<file path="config.mk">
export PLATFORM = sky130hd
export DESIGN_NAME = mult_div_unit
export DESIGN_NICKNAME = d
export VERILOG_FILES = /design/src/rtl/mips_pkg.sv /design/src/rtl/md_sign_fix.sv /design/src/rtl/mult_div_unit.sv
export SDC_FILE = /design/constraint.sdc
export NUM_CORES = 1
export LEC_CHECK = 0
export BUFFER_PORTS_ARGS = -buffer_cell sky130_fd_sc_hd__buf_2
export CAP_MARGIN = 20
export CORE_MARGIN = 2
export CORE_UTILIZATION = 60
export DETAILED_ROUTE_END_ITERATION = 8
export PLACE_DENSITY = 0.82
export SYNTH_ARGS = -nofsm -noshare
export SYNTH_HDL_FRONTEND = slang
export SYNTH_SLANG_ARGS = --single-unit
</file>
<file path="constraint.sdc">
create_clock -name clk -period 9 [get_ports clk]
set_input_delay 0.9 -clock clk [delete_from_list [all_inputs] [get_ports clk]]
set_output_delay 0.9 -clock clk [all_outputs]
set_load 0.005 [all_outputs]
</file>
<file path="src/rtl/mips_pkg.sv">
// ============================================================================
// Module      : mips_pkg
// Description : Shared opcodes, width default and FSM encoding for the
//               multiply/divide unit.
// Revision    : 1.0 - initial release
// ============================================================================
`default_nettype none

package mips_pkg;

    localparam int WIDTH = 32;

    localparam logic [2:0] MD_OP_MULT  = 3'd0;
    localparam logic [2:0] MD_OP_MULTU = 3'd1;
    localparam logic [2:0] MD_OP_DIV   = 3'd2;
    localparam logic [2:0] MD_OP_DIVU  = 3'd3;
    localparam logic [2:0] MD_OP_MTHI  = 3'd4;
    localparam logic [2:0] MD_OP_MTLO  = 3'd5;

    typedef enum logic [1:0] {
        MD_IDLE = 2'd0,
        MD_RUN  = 2'd1,
        MD_FIX  = 2'd2
    } md_state_e;

endpackage

`default_nettype wire

</file>
<file path="src/rtl/md_sign_fix.sv">
// ============================================================================
// Module      : md_sign_fix
// Description : Operand magnitudes on entry; sign correction of the raw
//               product or quotient/remainder on exit.
// Revision    : 1.0 - initial release
// ============================================================================
`default_nettype none

module md_sign_fix #(
    parameter int WIDTH = 32
) (
    input  logic [WIDTH-1:0]   i_src,
    input  logic [WIDTH-1:0]   i_tgt,
    input  logic               i_signed,
    output logic [WIDTH-1:0]   o_src_mag,
    output logic [WIDTH-1:0]   o_tgt_mag,
    input  logic [2*WIDTH-1:0] i_res,
    input  logic               i_is_div,
    input  logic               i_neg_q,
    input  logic               i_neg_r,
    output logic [WIDTH-1:0]   o_hi,
    output logic [WIDTH-1:0]   o_lo
);

    logic [2*WIDTH-1:0] w_prod;

    always_comb begin
        o_src_mag = (i_signed && i_src[WIDTH-1]) ? (~i_src + 1'b1) : i_src;
        o_tgt_mag = (i_signed && i_tgt[WIDTH-1]) ? (~i_tgt + 1'b1) : i_tgt;

        w_prod = i_neg_q ? (~i_res + 1'b1) : i_res;
        if (i_is_div) begin
            // Result layout for divide: remainder in the upper half, quotient in the lower
            o_lo = i_neg_q ? (~i_res[WIDTH-1:0] + 1'b1) : i_res[WIDTH-1:0];
            o_hi = i_neg_r ? (~i_res[2*WIDTH-1:WIDTH] + 1'b1) : i_res[2*WIDTH-1:WIDTH];
        end else begin
            o_lo = w_prod[WIDTH-1:0];
            o_hi = w_prod[2*WIDTH-1:WIDTH];
        end
    end

endmodule

`default_nettype wire

</file>
<file path="src/rtl/mult_div_unit.sv">
// ============================================================================
// Module      : mult_div_unit
// Description : Iterative 32-bit multiply/divide with HI/LO registers
//               (shift-add multiply, restoring divide, one bit per cycle).
// Revision    : 1.0 - initial release
// ============================================================================
`default_nettype none

module mult_div_unit
    import mips_pkg::*;
#(
    parameter int WIDTH = mips_pkg::WIDTH,
    parameter int ITER  = WIDTH
) (
    input  logic             clk,
    input  logic             rst_n,
    input  logic             start,
    input  logic [2:0]       op,
    input  logic [WIDTH-1:0] data_src,
    input  logic [WIDTH-1:0] data_tgt,
    output logic             busy,
    output logic             done,
    output logic [WIDTH-1:0] hi,
    output logic [WIDTH-1:0] lo
);

    localparam int CW = $clog2(ITER);

    md_state_e          r_state_q, r_state_d;
    logic [CW-1:0]      r_cnt_q, r_cnt_d;
    logic [2*WIDTH-1:0] r_acc_q, r_acc_d;
    logic [WIDTH-1:0]   r_opd_q, r_opd_d;
    logic [WIDTH-1:0]   r_src_q, r_src_d;
    logic               r_is_div_q, r_is_div_d;
    logic               r_negq_q, r_negq_d;
    logic               r_negr_q, r_negr_d;
    logic               r_div0_q, r_div0_d;
    logic               r_busy_q, r_busy_d;
    logic               r_done_q, r_done_d;
    logic [WIDTH-1:0]   r_hi_q, r_hi_d;
    logic [WIDTH-1:0]   r_lo_q, r_lo_d;

    logic               w_signed;
    logic [WIDTH-1:0]   w_src_mag, w_tgt_mag;
    logic [WIDTH-1:0]   w_fix_hi, w_fix_lo;
    logic [WIDTH:0]     w_sum;
    logic [WIDTH:0]     w_rem_sh;
    logic               w_ge;
    logic [WIDTH-1:0]   w_trial;
    logic [2*WIDTH-1:0] w_mul_next, w_div_next;

    assign w_signed = (op == MD_OP_MULT) || (op == MD_OP_DIV);

    md_sign_fix #(.WIDTH(WIDTH)) u_sign_fix (
        .i_src     (data_src),
        .i_tgt     (data_tgt),
        .i_signed  (w_signed),
        .o_src_mag (w_src_mag),
        .o_tgt_mag (w_tgt_mag),
        .i_res     (r_acc_q),
        .i_is_div  (r_is_div_q),
        .i_neg_q   (r_negq_q),
        .i_neg_r   (r_negr_q),
        .o_hi      (w_fix_hi),
        .o_lo      (w_fix_lo)
    );

    // One iteration of each datapath; RUN picks the one matching the op
    always_comb begin
        w_sum      = {1'b0, r_acc_q[2*WIDTH-1:WIDTH]} + (r_acc_q[0] ? {1'b0, r_opd_q} : '0);
        w_mul_next = {w_sum, r_acc_q[WIDTH-1:1]};

        w_rem_sh   = r_acc_q[2*WIDTH-1:WIDTH-1];
        w_ge       = (w_rem_sh >= {1'b0, r_opd_q});
        w_trial    = w_rem_sh[WIDTH-1:0] - r_opd_q;
        w_div_next = w_ge ? {w_trial, r_acc_q[WIDTH-2:0], 1'b1}
                          : {r_acc_q[2*WIDTH-2:0], 1'b0};
    end

    always_comb begin
        r_state_d  = r_state_q;
        r_cnt_d    = r_cnt_q;
        r_acc_d    = r_acc_q;
        r_opd_d    = r_opd_q;
        r_src_d    = r_src_q;
        r_is_div_d = r_is_div_q;
        r_negq_d   = r_negq_q;
        r_negr_d   = r_negr_q;
        r_div0_d   = r_div0_q;
        r_busy_d   = r_busy_q;
        r_done_d   = 1'b0;
        r_hi_d     = r_hi_q;
        r_lo_d     = r_lo_q;

        case (r_state_q)
            MD_IDLE: begin
                if (start) begin
                    case (op)
                        MD_OP_MULT, MD_OP_MULTU, MD_OP_DIV, MD_OP_DIVU: begin
                            r_state_d  = MD_RUN;
                            r_cnt_d    = '0;
                            r_busy_d   = 1'b1;
                            r_is_div_d = op[1];
                            r_src_d    = data_src;
                            r_negq_d   = w_signed && (data_src[WIDTH-1] ^ data_tgt[WIDTH-1]);
                            r_negr_d   = w_signed && data_src[WIDTH-1];
                            r_div0_d   = op[1] && (data_tgt == '0);
                            if (op[1]) begin
                                r_acc_d = {{WIDTH{1'b0}}, w_src_mag};
                                r_opd_d = w_tgt_mag;
                            end else begin
                                r_acc_d = {{WIDTH{1'b0}}, w_tgt_mag};
                                r_opd_d = w_src_mag;
                            end
                        end
                        MD_OP_MTHI: r_hi_d = data_src;
                        MD_OP_MTLO: r_lo_d = data_src;
                        default: ;
                    endcase
                end
            end
            MD_RUN: begin
                r_acc_d = r_is_div_q ? w_div_next : w_mul_next;
                r_cnt_d = r_cnt_q + 1'b1;
                if (r_cnt_q == CW'(ITER - 1)) begin
                    r_state_d = MD_FIX;
                end
            end
            MD_FIX: begin
                // Divide by zero reports all-ones quotient and the raw dividend
                if (r_div0_q) begin
                    r_hi_d = r_src_q;
                    r_lo_d = '1;
                end else begin
                    r_hi_d = w_fix_hi;
                    r_lo_d = w_fix_lo;
                end
                r_done_d  = 1'b1;
                r_busy_d  = 1'b0;
                r_state_d = MD_IDLE;
            end
            default: r_state_d = MD_IDLE;
        endcase
    end

    always_ff @(posedge clk or negedge rst_n) begin
        if (!rst_n) begin
            r_state_q  <= MD_IDLE;
            r_cnt_q    <= '0;
            r_acc_q    <= '0;
            r_opd_q    <= '0;
            r_src_q    <= '0;
            r_is_div_q <= 1'b0;
            r_negq_q   <= 1'b0;
            r_negr_q   <= 1'b0;
            r_div0_q   <= 1'b0;
            r_busy_q   <= 1'b0;
            r_done_q   <= 1'b0;
            r_hi_q     <= '0;
            r_lo_q     <= '0;
        end else begin
            r_state_q  <= r_state_d;
            r_cnt_q    <= r_cnt_d;
            r_acc_q    <= r_acc_d;
            r_opd_q    <= r_opd_d;
            r_src_q    <= r_src_d;
            r_is_div_q <= r_is_div_d;
            r_negq_q   <= r_negq_d;
            r_negr_q   <= r_negr_d;
            r_div0_q   <= r_div0_d;
            r_busy_q   <= r_busy_d;
            r_done_q   <= r_done_d;
            r_hi_q     <= r_hi_d;
            r_lo_q     <= r_lo_d;
        end
    end

    assign busy = r_busy_q;
    assign done = r_done_q;
    assign hi   = r_hi_q;
    assign lo   = r_lo_q;

endmodule

`default_nettype wire

</file>
==> results.cfg <==
[outcome]
status = finished, final reports clean

[clock_tree]
cts_buffer_depth = 3
clkTransAtPathRegs_ns = 0.07
post_cts_resize_count = 0
clock_latency_ns = 0.54
htreeDepth = 1
cts_tree = done
post_cts_buffers = 0
cts_made_buffers = 24
cts_hold_buf = 0
cts-root-buf = clkbuf_16
cts.sinks = 205

[drt]
via_count = 16400
route.detailed.drc = 0
dr.first_iter.drc_count = 2262
wl_per_cell_um = 23.1
wirelength_mm = 56.0
vias_per_cell = 6.74
antenna_left = 0
first_pass_iters = 6

[timing]
hold_viol = 0
layout_min_cycle_time_ns = 4.48
setup_violations = 0
max_slew_margin_pct = 23.9
worst_pin_slew_ns = 1.14
finalMaxSlewViolations = 0
rsz0062_at_grt = false
fmax_ghz = 0.223
fin_crit_sh_pct = 49.8
fin_worst_skew_ns = 0.0123
setup_tns_ns = 0

[critical_path]
startpoint_type = flip-flop
worst_ep_arrival_time_ns = 4.90
worst-path-max-fanout = 31
crit_type = reg2reg
worstSetupEndpointType = flip-flop
critPathRequiredTime_ns = 9.42

[yosys]
synth_nets = 2173
synth-edff-count = 0
synth-main-ff-cell = dfrtp_1
async_flop_share_pct = 100
syn_area_sq_um = 16400
syn_inst = 2031
yosysSeqAreaShare_pct = 31.4
syn_avg_cell_area_sq_um = 8.05
ys_ff_latch = 205
yosysWarnings = 0
synth_cell_types = 71

[die]
ioPinCount = 136
die_x_um = 169
core_area_sq_um = 26900
die_h_um = 169
std_cell_rows = 60
start_util_pct = 60.8
die_area_sq_um = 28600

[global_route]
grt_pass1_vias = 15100
grt_usage_pct = 38.6
grt_antenna_before_repair = 0
grt_overflow = 0
grt_pass1_wl_mm = 85.8
grt_max_degree = 95

[run]
max_cap_violations = 0

[pwr]
power_density_nw_per_um2 = 414
power_leakage_nw = 7.85
irDropWorstVdd_mv = 0.221

[layout]
fillCellCount = 2251
num-nets-final = 2212
layout_common_cells = 231 x nand2_1, 204 x dfrtp_1, 190 x nor2_1, 167 x o21ai_0, 166 x a21oi_1
antenna_cells = 0
area_delta_synth_final_pct = 9.39
drive_above_1_share_pct = 12.5
layout_commonest_cell = nand2_1
fin_cells = 2428
regArea_sq_um = 5130
multiInputGateArea_sq_um = 10400

[placed_design]
dp.cells = 2385
place_congestion = 1.01
portBuffers = 135
post-dp-hpwl_mm = 41.4

[worst_hold_path]
min_path_type = in2async
[registers in the layout, indices dropped and copies added (netlist names), 2 cells and up]
| register | flops |
|---|---|
| r_acc_q | 64 |
| lo | 32 |
| r_state_q | 2 |
| r_opd_q | 32 |
| hi | 32 |
| r_cnt_q | 5 |
| r_src_q | 32 |
[cells in the mapped netlist, types with 5 or more instances]
| cell type | instances | area share, % |
|---|---|---|
| a211o_1 | 5 | 0.27 |
| a211oi_1 | 13 | 0.60 |
| a21o_1 | 27 | 1.2 |
| a21oi_1 | 166 | 5.1 |
| a221oi_1 | 6 | 0.32 |
| a222oi_1 | 22 | 1.3 |
| a22oi_1 | 18 | 0.83 |
| a31oi_1 | 22 | 0.84 |
| a32oi_1 | 30 | 1.6 |
| and2_1 | 14 | 0.54 |
| and3_1 | 16 | 0.61 |
| buf_1 | 9 | 0.21 |
| clkbuf_1 | 126 | 2.9 |
| dfrtp_1 | 205 | 31 |
| ha_1 | 70 | 5.4 |
| inv_1 | 71 | 1.6 |
| mux2_2 | 40 | 2.8 |
| mux2i_1 | 72 | 4.4 |
| nand2_1 | 231 | 5.3 |
| nand2b_1 | 16 | 0.61 |
| nand3_1 | 46 | 1.4 |
| nand3b_1 | 5 | 0.23 |
| nand4_1 | 11 | 0.42 |
| nor2_1 | 193 | 4.4 |
| nor2b_1 | 13 | 0.50 |
| nor3_1 | 51 | 1.6 |
| nor4_1 | 20 | 0.77 |
| o211ai_1 | 13 | 0.60 |
| o21a_1 | 7 | 0.32 |
| o21ai_0 | 167 | 5.1 |
| o21ai_1 | 6 | 0.18 |
| o21bai_1 | 6 | 0.28 |
| o221ai_1 | 10 | 0.54 |
| o31ai_1 | 27 | 1.2 |
| o41ai_1 | 11 | 0.59 |
| or2_2 | 5 | 0.19 |
| or3_1 | 20 | 0.77 |
| or4_1 | 12 | 0.55 |
| xnor2_1 | 82 | 4.4 |
| xor2_1 | 87 | 4.7 |
[final timing paths]
kind	from	endpoint	slack, ns	cells after the start
worst max-delay path	r_acc_q[0]	r_acc_q[51]	4.52	12
worst min-delay path	rst_n	r_acc_q[35]	0.40	1
worst max register to register	r_acc_q[0]	r_acc_q[51]	4.52	12
worst min register to register	r_opd_q[15]	r_opd_q[15]	0.47	2
max in group asynchronous	rst_n	r_is_div_q	7.05	2
min in group clk	r_opd_q[15]	r_opd_q[15]	0.47	2
[critical path, cell delays in order, from the launching register on]
cell     delay [ns]
dfrtp_1        0.44
inv_1          0.83
nor2_1         0.12
ha_1           0.38
a21o_1         0.20
a21oi_1        0.24
a21oi_1        0.18
nor4b_1        0.89
o31ai_1        0.23
a41o_1         0.29
a21oi_1        0.18
xnor2_1        0.08
a221o_1        0.32
[per-layer routing]
layer | GRT usage [%] | wire length (um)
met2 | 58.4 | 23700
met1 | 51.4 | 22100
met5 | 0 | 0
met3 | 8.93 | 6710
met4 | 21.0 | 3580
[final cells by class]
type | count | area share [%]
multi-input combinational | 1616 | 58.4
sequential | 205 | 28.7
timing repair buffer | 152 | 4.54
clock buffer | 35 | 4.21
tap | 341 | 2.39
inverter | 71 | 1.49
clock inverter | 8 | 0.308
[power breakdown]
| part | internal, mW | total [mW] | leakage (nW) | switching [mW] |
|---|---|---|---|---|
| logic | 1.82 | 4.44 | 5.05 | 2.62 |
| registers | 1.37 | 1.97 | 2.40 | 0.601 |
| clock network | 0.581 | 0.999 | 0.400 | 0.418 |
| total | 3.77 | 7.40 | 7.85 | 3.63 |
[through the flow]
stage | utilization, % | worst slack [ns] | power [mW] | hold WS (ns) | instance area, sq um
2_1_floorplan | - | 5.71 | 4.99 | 0.439 | 16400
3_3_place_gp | 63.5 | 4.66 | 6.14 | 0.457 | 17100
3_5_place_dp | 63.5 | 4.62 | 6.25 | 0.460 | 17100
4_1_cts | 66.6 | 4.59 | 7.26 | 0.446 | 17900
5_1_grt | 66.6 | 4.23 | 7.89 | 0.457 | 17900
6_report | 66.6 | 4.52 | 7.40 | 0.403 | 17900
[kinds of logic (layout without fill, tap and decap cells)]
logic type	count (synthesis)	count (layout)	share of synthesized area, %
AND/OR/NAND/NOR	671	671	18.9
AO/OA/AOI/OAI	592	592	23.0
buffers and inverters	210	266	4.93
flip-flops	205	205	31.4
XOR/XNOR	169	169	9.05
multiplexers	112	112	7.16
adder cells (fa/ha/maj)	72	72	5.60
Power figures use the tool's default switching activity.
